**src/rtl/grid_frame_sync.sv**
```systemverilog
// Frame-synchronous grid latch, welcome/arm/play sequencer and new-tile flash tracker.
// Optional flash tracking is built only when GRID_FRAME_SYNC_FLASH_EN is defined.
module grid_frame_sync #(
  parameter int GRID_N       = 4,
  parameter int TILE_W       = 4,
  parameter int FLASH_FRAMES = 25,
  parameter int CNT_W        = 5,
  parameter int IDX_W        = $clog2(GRID_N*GRID_N)
) (
  input  logic                              clk,
  input  logic                              rst_n,
  input  logic                              vsync,
  input  logic [GRID_N*GRID_N*TILE_W-1:0]   game_grid,
  input  logic [GRID_N*GRID_N*TILE_W-1:0]   welcome_grid,
  input  logic                              btn_any,
  input  logic                              restart,
  input  logic                              tile_added_valid,
  input  logic [IDX_W-1:0]                  tile_added_idx,
  output logic [GRID_N*GRID_N*TILE_W-1:0]   grid_out,
  output logic [GRID_N*GRID_N-1:0]          new_tiles,
  output logic [2:0]                        flash_phase,
  output logic                              frame_strobe,
  output logic                              show_welcome,
  output logic                              move_enable
);

  localparam int C  = GRID_N*GRID_N;
  localparam int GW = C*TILE_W;

  typedef enum logic [1:0] {
    S_WELCOME = 2'd0,
    S_ARMED   = 2'd1,
    S_PLAYING = 2'd2
  } state_t;

  logic          vsync_q;
  state_t        state_q, state_d;
  logic [GW-1:0] grid_q, grid_d;

  assign frame_strobe = vsync & ~vsync_q;

  always_ff @(posedge clk) begin
    if (!rst_n) begin
      vsync_q <= 1'b1;
      state_q <= S_WELCOME;
      grid_q  <= '0;
    end else begin
      vsync_q <= vsync;
      state_q <= state_d;
      grid_q  <= grid_d;
    end
  end

  // ARMED waits for the dismissing press to be released before enabling moves.
  always_comb begin
    state_d = state_q;
    grid_d  = grid_q;
    case (state_q)
      S_WELCOME: begin
        if (frame_strobe) begin
          grid_d = welcome_grid;
          if (btn_any) state_d = S_ARMED;
        end
      end
      S_ARMED: begin
        if (frame_strobe) begin
          grid_d = game_grid;
          if (!btn_any) state_d = S_PLAYING;
        end
      end
      S_PLAYING: begin
        if (frame_strobe) grid_d = game_grid;
      end
      default: state_d = S_WELCOME;
    endcase
    if (restart) state_d = S_WELCOME;
  end

  assign grid_out     = grid_q;
  assign show_welcome = (state_q == S_WELCOME);
  assign move_enable  = (state_q == S_PLAYING);

`ifdef GRID_FRAME_SYNC_FLASH_EN
  logic [CNT_W-1:0] cnt_q, cnt_d;
  logic [C-1:0]     mask_q, mask_d;
  logic             add_ok;
  logic [C-1:0]     add_bit;

  assign add_ok  = tile_added_valid && ({1'b0, tile_added_idx} < (IDX_W+1)'(C));
  assign add_bit = C'(1) << tile_added_idx;

  always_ff @(posedge clk) begin
    if (!rst_n) begin
      cnt_q  <= '0;
      mask_q <= '0;
    end else begin
      cnt_q  <= cnt_d;
      mask_q <= mask_d;
    end
  end

  // A spawn outranks the frame tick so a fresh tile never misses its first frame.
  always_comb begin
    cnt_d  = cnt_q;
    mask_d = mask_q;
    if (frame_strobe) begin
      if (cnt_q != '0) cnt_d = cnt_q - 1'b1;
      else             mask_d = '0;
    end
    if (add_ok) begin
      cnt_d  = CNT_W'(FLASH_FRAMES);
      mask_d = mask_q | add_bit;
    end
    if (restart) begin
      cnt_d  = '0;
      mask_d = '0;
    end
  end

  assign new_tiles   = mask_q;
  assign flash_phase = cnt_q[3:1];
`else
  logic unused_flash_in;
  assign unused_flash_in = ^{tile_added_valid, tile_added_idx};
  assign new_tiles   = '0;
  assign flash_phase = '0;
`endif

endmodule

```
**config.mk**
```make
export PLATFORM = sky130hd
export DESIGN_NAME = grid_frame_sync
export DESIGN_NICKNAME = d
export VERILOG_FILES = /design/src/rtl/grid_frame_sync.sv
export SDC_FILE = /design/constraint.sdc
export NUM_CORES = 1
export LEC_CHECK = 0
export ABC_AREA = 1
export BUFFER_PORTS_ARGS = -buffer_cell sky130_fd_sc_hd__buf_4
export CORE_MARGIN = 1.5
export CORE_UTILIZATION = 35
export CTS_CLUSTER_SIZE = 16
export DETAILED_ROUTE_END_ITERATION = 6
export PLACE_DENSITY_LB_ADDON = 0.25
export SETUP_SLACK_MARGIN = 0.02
export SYNTH_ARGS = -nofsm -noshare
export SYNTH_HDL_FRONTEND = slang
export SYNTH_SLANG_ARGS = --single-unit
```
**constraint.sdc**
```tcl
create_clock -name clk -period 4.8 [get_ports clk]
set_input_delay 0.48 -clock clk [delete_from_list [all_inputs] [get_ports clk]]
set_output_delay 0.48 -clock clk [all_outputs]
set_load 0.1 [all_outputs]
```
==> metrics.yaml, run 1 <==
run_status: "completed"
worst_pin_slew_ns: 1.09
via_count: 3713
vias_per_cell: 4.37
worst-setup-path-type: "flop to flop"
worstHoldPathType: "primary input to flop"
cts_max_path_buffers: 2
grt_max_degree: 67
setup-tns-final_ns: 0
finalSetupViolCount: 0
p_leak_nw: 2.51
sequential_share_of_the_synthesized_area_pct: 38.3
worst_setup_path_start_kind: "flop"
finalHoldViolCount: 0
maxCapViolations: 0
period_share_pct: 57.3
cts.clk_slew.worst_paths_ns: 0.07
grt_first_pass_wirelength_mm: 14.2
cts_max_level: 3
cts_hold_repair.buffers: 0
antenna_cells_inserted: 0
relative_slew_slack_pct: 27.7
grt_overflow: 0
finalClockSkew_ns: 0.00980
top_achievable_clock_speed_mhz: 363
cts_tree: "done"
chipHeight_um: 103
finalWirelength_mm: 9.19
cp_slowest_stage_delay_ns: 0.87
initial_utilization_pct: 36.0
cts-root-buf: "sky130_fd_sc_hd__clkbuf_8"
final_cell_count_without_fillers: 849
drt_first_iter_violations: 78
grt_pass1_vias: 3331
layout-drive-gt1-share_pct: 30.7
detailedPlacementHpwl_mm: 6.60
remaining_drc_errors: 0
crit_slowest_cell: "sky130_fd_sc_hd__inv_2"
finalWeightedCongestion: 0.781
timing.critical_path.cells: "inv_1 -> ha_4 -> o21ai_4 -> buf_4 -> inv_2 -> nor2_1 -> nor2_1"
worst_path_most_repeated_cell: "sky130_fd_sc_hd__nor2_1"
fp.dieW_um: 103
drtPass1Iterations: 5
power.density_mw_per_mm2: 319
syn-mean-instance-area_um2: 6.56
post_cts.resized_instances: 0
power.ir.vdd_worst_mv: 0.128
synthesis_to_layout_area_growth_pct: 44.4
clock_sinks: 67
io_pins: 224
grtUsageTotal_pct: 17.0
worst-r2r-setup-slack_ns: 2.05
numCtsBuffers: 9
post_drt_wl_per_cell_um: 10.8
post_cts_buffers: 0
rsz_0062_raised_after_global_routing: "false"
dpl-instance-area_mm2: 0.00488
fin_area_mm2: 0.00506
setup.worst_path.end_class: "flop"
syn-cell-area_mm2: 0.00350
core-area_mm2: 0.00973
fp-row-count: 36
worst_skew_pair.late_latency_ns: 0.33
post_place_cells: 833
nNetsFinal: 853
critical_path_required_ns: 5.06
final_critical_period_ns: 2.75
ys_warn_count: 0
number_of_distinct_library_cells_after_synthesis: 20
timing.critical_path.arrival_ns: 3.01
port_buffers: 199
worst_hold_slack_across_all_endpoints_ns: 0.398
cp_max_fo: 65
final-max-slew-violation-count: 0
postSynthRegisterBits: 67
fp.dieArea_mm2: 0.0106
synthesis.instances: 534
antenna_viol_nets_final: 0
grt_antenna_before_repair: 0
[power by group]
| part | total, mW | internal, mW | leakage [nW] | switching (mW) |
|---|---|---|---|---|
| logic | 0.588 | 0.160 | 1.88 | 0.428 |
| registers | 0.605 | 0.588 | 0.548 | 0.0164 |
| clock network | 0.422 | 0.214 | 0.0884 | 0.208 |
[layout make-up]
type | count | area (um2)
clock buffers | 12 | 155
clock inverters | 4 | 25.0
repair buffers | 201 | 1510
flip-flops and latches | 67 | 1340
well taps | 133 | 166
multi-input cells | 359 | 1590
inverters | 73 | 274
fillers | 1036 | 4670
[through the flow]
stage / power [mW] / setup WS, ns / util, %
3_3_place_gp: 1.20 / 2.11 / 50.2
6_report: 1.61 / 2.05 / 52.0
4_1_cts: 1.64 / 2.02 / 52.0
3_5_place_dp: 1.21 / 2.04 / 50.2
2_1_floorplan: 1.07 / 2.87 / -
5_1_grt: 1.70 / 1.72 / 52.0
[synth_stat cells, drive strengths merged]
cell type	instances	area share, %
a21oi	1	0.14
buf	41	9.6
clkbuf	12	1.3
conb	1	0.11
dfxtp	67	38
ha	4	1.4
inv	73	7.8
nand2	70	7.5
nand3	2	0.29
nand3b	2	0.43
nand4	1	0.18
nor2	131	14
o21ai	129	19
[placed cells by master (no fill, tap or decap)]
cell type,count
sky130_fd_sc_hd__clkbuf_8,11
sky130_fd_sc_hd__nand2_1,70
sky130_fd_sc_hd__nand4_1,1
sky130_fd_sc_hd__nand3_1,2
sky130_fd_sc_hd__clkinvlp_4,2
sky130_fd_sc_hd__ha_1,3
sky130_fd_sc_hd__o21ai_1,22
sky130_fd_sc_hd__nor2_1,130
sky130_fd_sc_hd__inv_2,1
sky130_fd_sc_hd__o21ai_4,1
sky130_fd_sc_hd__a21oi_1,1
sky130_fd_sc_hd__o21ai_0,106
sky130_fd_sc_hd__nor2_4,1
sky130_fd_sc_hd__dfxtp_1,67
sky130_fd_sc_hd__clkinv_2,2
sky130_fd_sc_hd__buf_4,201
sky130_fd_sc_hd__nand3b_1,2
sky130_fd_sc_hd__ha_4,1
sky130_fd_sc_hd__conb_1,19
sky130_fd_sc_hd__clkbuf_1,1
sky130_fd_sc_hd__inv_1,72
[flip-flops by register name, indices dropped and copies added, names as in the netlist]
name	flops
grid_out	64
state_q	2
vsync_q	1
[final timing paths]
path / start / to / cells after the start
min: vsync / vsync_q / 3
max reg2reg: state_q[0] / grid_out[14] / 7
min reg2reg: grid_out[41] / grid_out[41] / 2
max: state_q[0] / grid_out[14] / 7
[worst max-delay path: cells and delay by family (launching register included)]
| family | cells | cell delay [ns] |
|---|---|---|
| adder cells (fa/ha/maj) | 1 | 0.63 |
| AO/OA/AOI/OAI | 1 | 0.09 |
| flip-flops | 1 | 0.35 |
| AND/OR/NAND/NOR | 2 | 0.23 |
| buffers and inverters | 3 | 1.27 |
[per-layer routing]
layer	part of all wire, %	vias up	GRT usage, %
met5	0	-	0
met1	41	1611	17.9
met3	7.5	17	5.29
met2	49	134	31.6
li1	-	1951	-
met4	2.1	0	6.03
[cells by family (layout without fill, tap and decap cells)]
family	Yosys count	count (layout)	synth area share, %
DFF	67	67	38.3
AOI/OAI and AO/OA	130	130	18.9
and+or+nand+nor	206	206	22.6
other	1	19	0.107
buffers and inverters	126	290	18.7
adders and majority gates	4	4	1.43
Power figures use the tool's default switching activity.
==> run 2: changes to the inputs <==
--- a/config.mk
+++ b/config.mk
@@ -5,7 +5,7 @@
 export SDC_FILE = /design/constraint.sdc
 export NUM_CORES = 1
 export LEC_CHECK = 0
-export ABC_AREA = 1
+export ABC_AREA = 0
 export BUFFER_PORTS_ARGS = -buffer_cell sky130_fd_sc_hd__buf_4
 export CORE_MARGIN = 1.5
 export CORE_UTILIZATION = 35
==> constraint.sdc (replaced) <==
create_clock -name clk -period 2.45 [get_ports clk]
set_input_delay 0.245 -clock clk [delete_from_list [all_inputs] [get_ports clk]]
set_output_delay 0.245 -clock clk [all_outputs]
set_load 0.1 [all_outputs]
==> run 2 against run 1 <==
Against the previous run:
- combinational power rose by 69%
- sequential cell count is the same
- die area shrank 0.28%
- final cell count shrank 22%
- sequential share of layout area shrank 0.55 points
- sequential power grew 95%
- critical path type unchanged
==> metrics.yaml, run 2 <==
post_cts_buffers: 0
fin_area_mm2: 0.00517
drtPass1Iterations: 4
antenna_viol_nets_final: 0
critical_path_required_ns: 2.67
grt_antenna_before_repair: 0
worst-setup-path-type: "flop to flop"
regArea_mm2: 0.00134
postSynthRegisterBits: 67
r2r-start: "state_q[0]"
postLayoutCoreUtil_pct: 53.1
synthesis.instances: 337
port_buffers: 199
fp.dieArea_mm2: 0.0106
period_share_pct: 77.6
vias_per_cell: 4.94
post_drt_wl_per_cell_um: 14.0
worst_hold_slack_across_all_endpoints_ns: 0.122
netlist.area_leader.share_pct: 38.4
fin_worst_setup_slack_ns: 0.548
grt_pass1_vias: 3092
remaining_drc_errors: 0
synth_top_area_cell: "sky130_fd_sc_hd__dfxtp_1"
maxCapViolations: 0
cp_max_fo: 64
power.ir.vdd_worst_mv: 0.266
io_pins: 224
final_critical_period_ns: 1.90
cts_tree: "done"
grt_overflow: 0
cts_hold_repair.buffers: 0
setup-tns-final_ns: 0
ys_async_sr_fraction_pct: 0
post_cts.resized_instances: 0
holdCritStartpoint: "vsync"
drt_first_iter_violations: 144
top_achievable_clock_speed_mhz: 526
synthesis_to_layout_area_growth_pct: 47.8
run_status: "completed"
via_count: 3250
p_leak_nw: 2.88
synthTopCellsByArea: "sky130_fd_sc_hd__dfxtp_1 (38%), sky130_fd_sc_hd__mux2i_1 (18%), sky130_fd_sc_hd__o211a_1 (18%)"
number_of_cells_on_the_worst_reg_to_reg_path: 6
initial_utilization_pct: 35.9
worstHoldPathType: "primary input to flop"
number_of_distinct_library_cells_after_synthesis: 25
post_place_cells: 642
synth_edf_count: 0
dp_worst_setup_slack_ns: 0.591
fp.dieW_um: 103
launch_point_of_the_critical_path: "state_q[0]"
cts_max_level: 3
rr_endpoint: "grid_out[55]"
grt_max_degree: 65
finalWeightedCongestion: 0.707
grtUsageTotal_pct: 17.0
clock_sinks: 67
layout_commonest_cell: "sky130_fd_sc_hd__buf_4"
worst_skew_pair.late_latency_ns: 0.34
most_common_cell_in_the_synthesized_netlist: "sky130_fd_sc_hd__dfxtp_1"
setup.worst_path.end_class: "flop"
antenna_cells_inserted: 0
numCtsBuffers: 9
finalClockSkew_ns: 0.0111
final_cell_count_without_fillers: 658
ys_warn_count: 0
layout.cells.most_common_list: "sky130_fd_sc_hd__buf_4 (206), sky130_fd_sc_hd__dfxtp_1 (67), sky130_fd_sc_hd__mux2i_1 (64), sky130_fd_sc_hd__nand3_1 (64), sky130_fd_sc_hd__o211a_1 (64)"
layout-drive-gt1-share_pct: 43.4
post_synth_most_frequent_cells: "sky130_fd_sc_hd__dfxtp_1 (67), sky130_fd_sc_hd__mux2i_1 (64), sky130_fd_sc_hd__nand3_1 (64), sky130_fd_sc_hd__o211a_1 (64), sky130_fd_sc_hd__buf_4 (26)"
chipHeight_um: 103
sequential_share_of_the_synthesized_area_pct: 38.4
finalSetupViolCount: 0
cts_max_path_buffers: 2
timing.critical_path.arrival_ns: 2.13
cts-root-buf: "sky130_fd_sc_hd__clkbuf_8"
final.fill_count: 893
grt_first_pass_wirelength_mm: 14.2
multiInputGateArea_mm2: 0.00187
dpl-instance-area_mm2: 0.00497
finalHoldViolCount: 0
detailedPlacementHpwl_mm: 6.57
fp-row-count: 36
power.density_mw_per_mm2: 596
largest_register_ff_count: 64
rsz_0062_raised_after_global_routing: "false"
syn-cell-area_mm2: 0.00349
final-max-slew-violation-count: 0
timing.critical_path.to: "grid_out[55]"
worst-r2r-setup-slack_ns: 0.55
total_power_mw: 3.08
syn-mean-instance-area_um2: 10.4
cts.clk_slew.worst_paths_ns: 0.07
nNetsFinal: 662
worst_setup_path_start_kind: "flop"
yosys_most_used_dff: "sky130_fd_sc_hd__dfxtp_1"
finalWirelength_mm: 9.21
core-area_mm2: 0.00973
-- run 2: routing by layer --
layer,GRT usage (%),wire [um]
met1,19.4,3650
met2,30.5,4730
met3,5.22,745
met4,4.68,90
met5,0,0
-- run 2: report_power, final --
group          total, mW  internal (mW)  switching [mW]
clock network      0.907          0.493           0.414
logic              0.993          0.296           0.697
registers           1.18           1.15          0.0301
total               3.08           1.94            1.14
-- run 2: how the worst min path moves through the flow --
| stage | cells after the start | end | slack, ns |
|---|---|---|---|
| floorplan | 1 | vsync_q | 0.35 |
| global placement | 2 | vsync_q | 0.46 |
| detailed placement | 2 | vsync_q | 0.46 |
| CTS | 2 | vsync_q | 0.10 |
| global route | 2 | vsync_q | 0.11 |
| finish | 2 | vsync_q | 0.12 |
-- run 2: final cells by class --
type,instances,share of cell area (%)
clock buffer,11,2.74
timing repair buffer,208,30.7
sequential,67,26.0
clock inverter,5,1.02
inverter,2,0.145
tap,133,3.22
multi-input combinational,232,36.2
-- run 2: kinds of logic (layout without fill, tap and decap cells) --
logic type,count (synthesis),in the layout,share of synthesized area (%)
AOI/OAI and AO/OA,67,67,19.0
buffers and inverters,56,226,10.6
adders and majority gates,4,4,1.43
DFF,67,67,38.4
and+or+nand+nor,78,78,12.1
muxes,64,64,18.3
other,1,19,0.107
-- run 2: worst max-delay path: stages, from the launching register on --
cell and delay (ns):
sky130_fd_sc_hd__dfxtp_1 0.40, sky130_fd_sc_hd__inv_1 0.13, sky130_fd_sc_hd__ha_4 0.27, sky130_fd_sc_hd__or2_2 0.31, sky130_fd_sc_hd__and2_2 0.21, sky130_fd_sc_hd__buf_12 0.19
sky130_fd_sc_hd__o211a_1 0.24
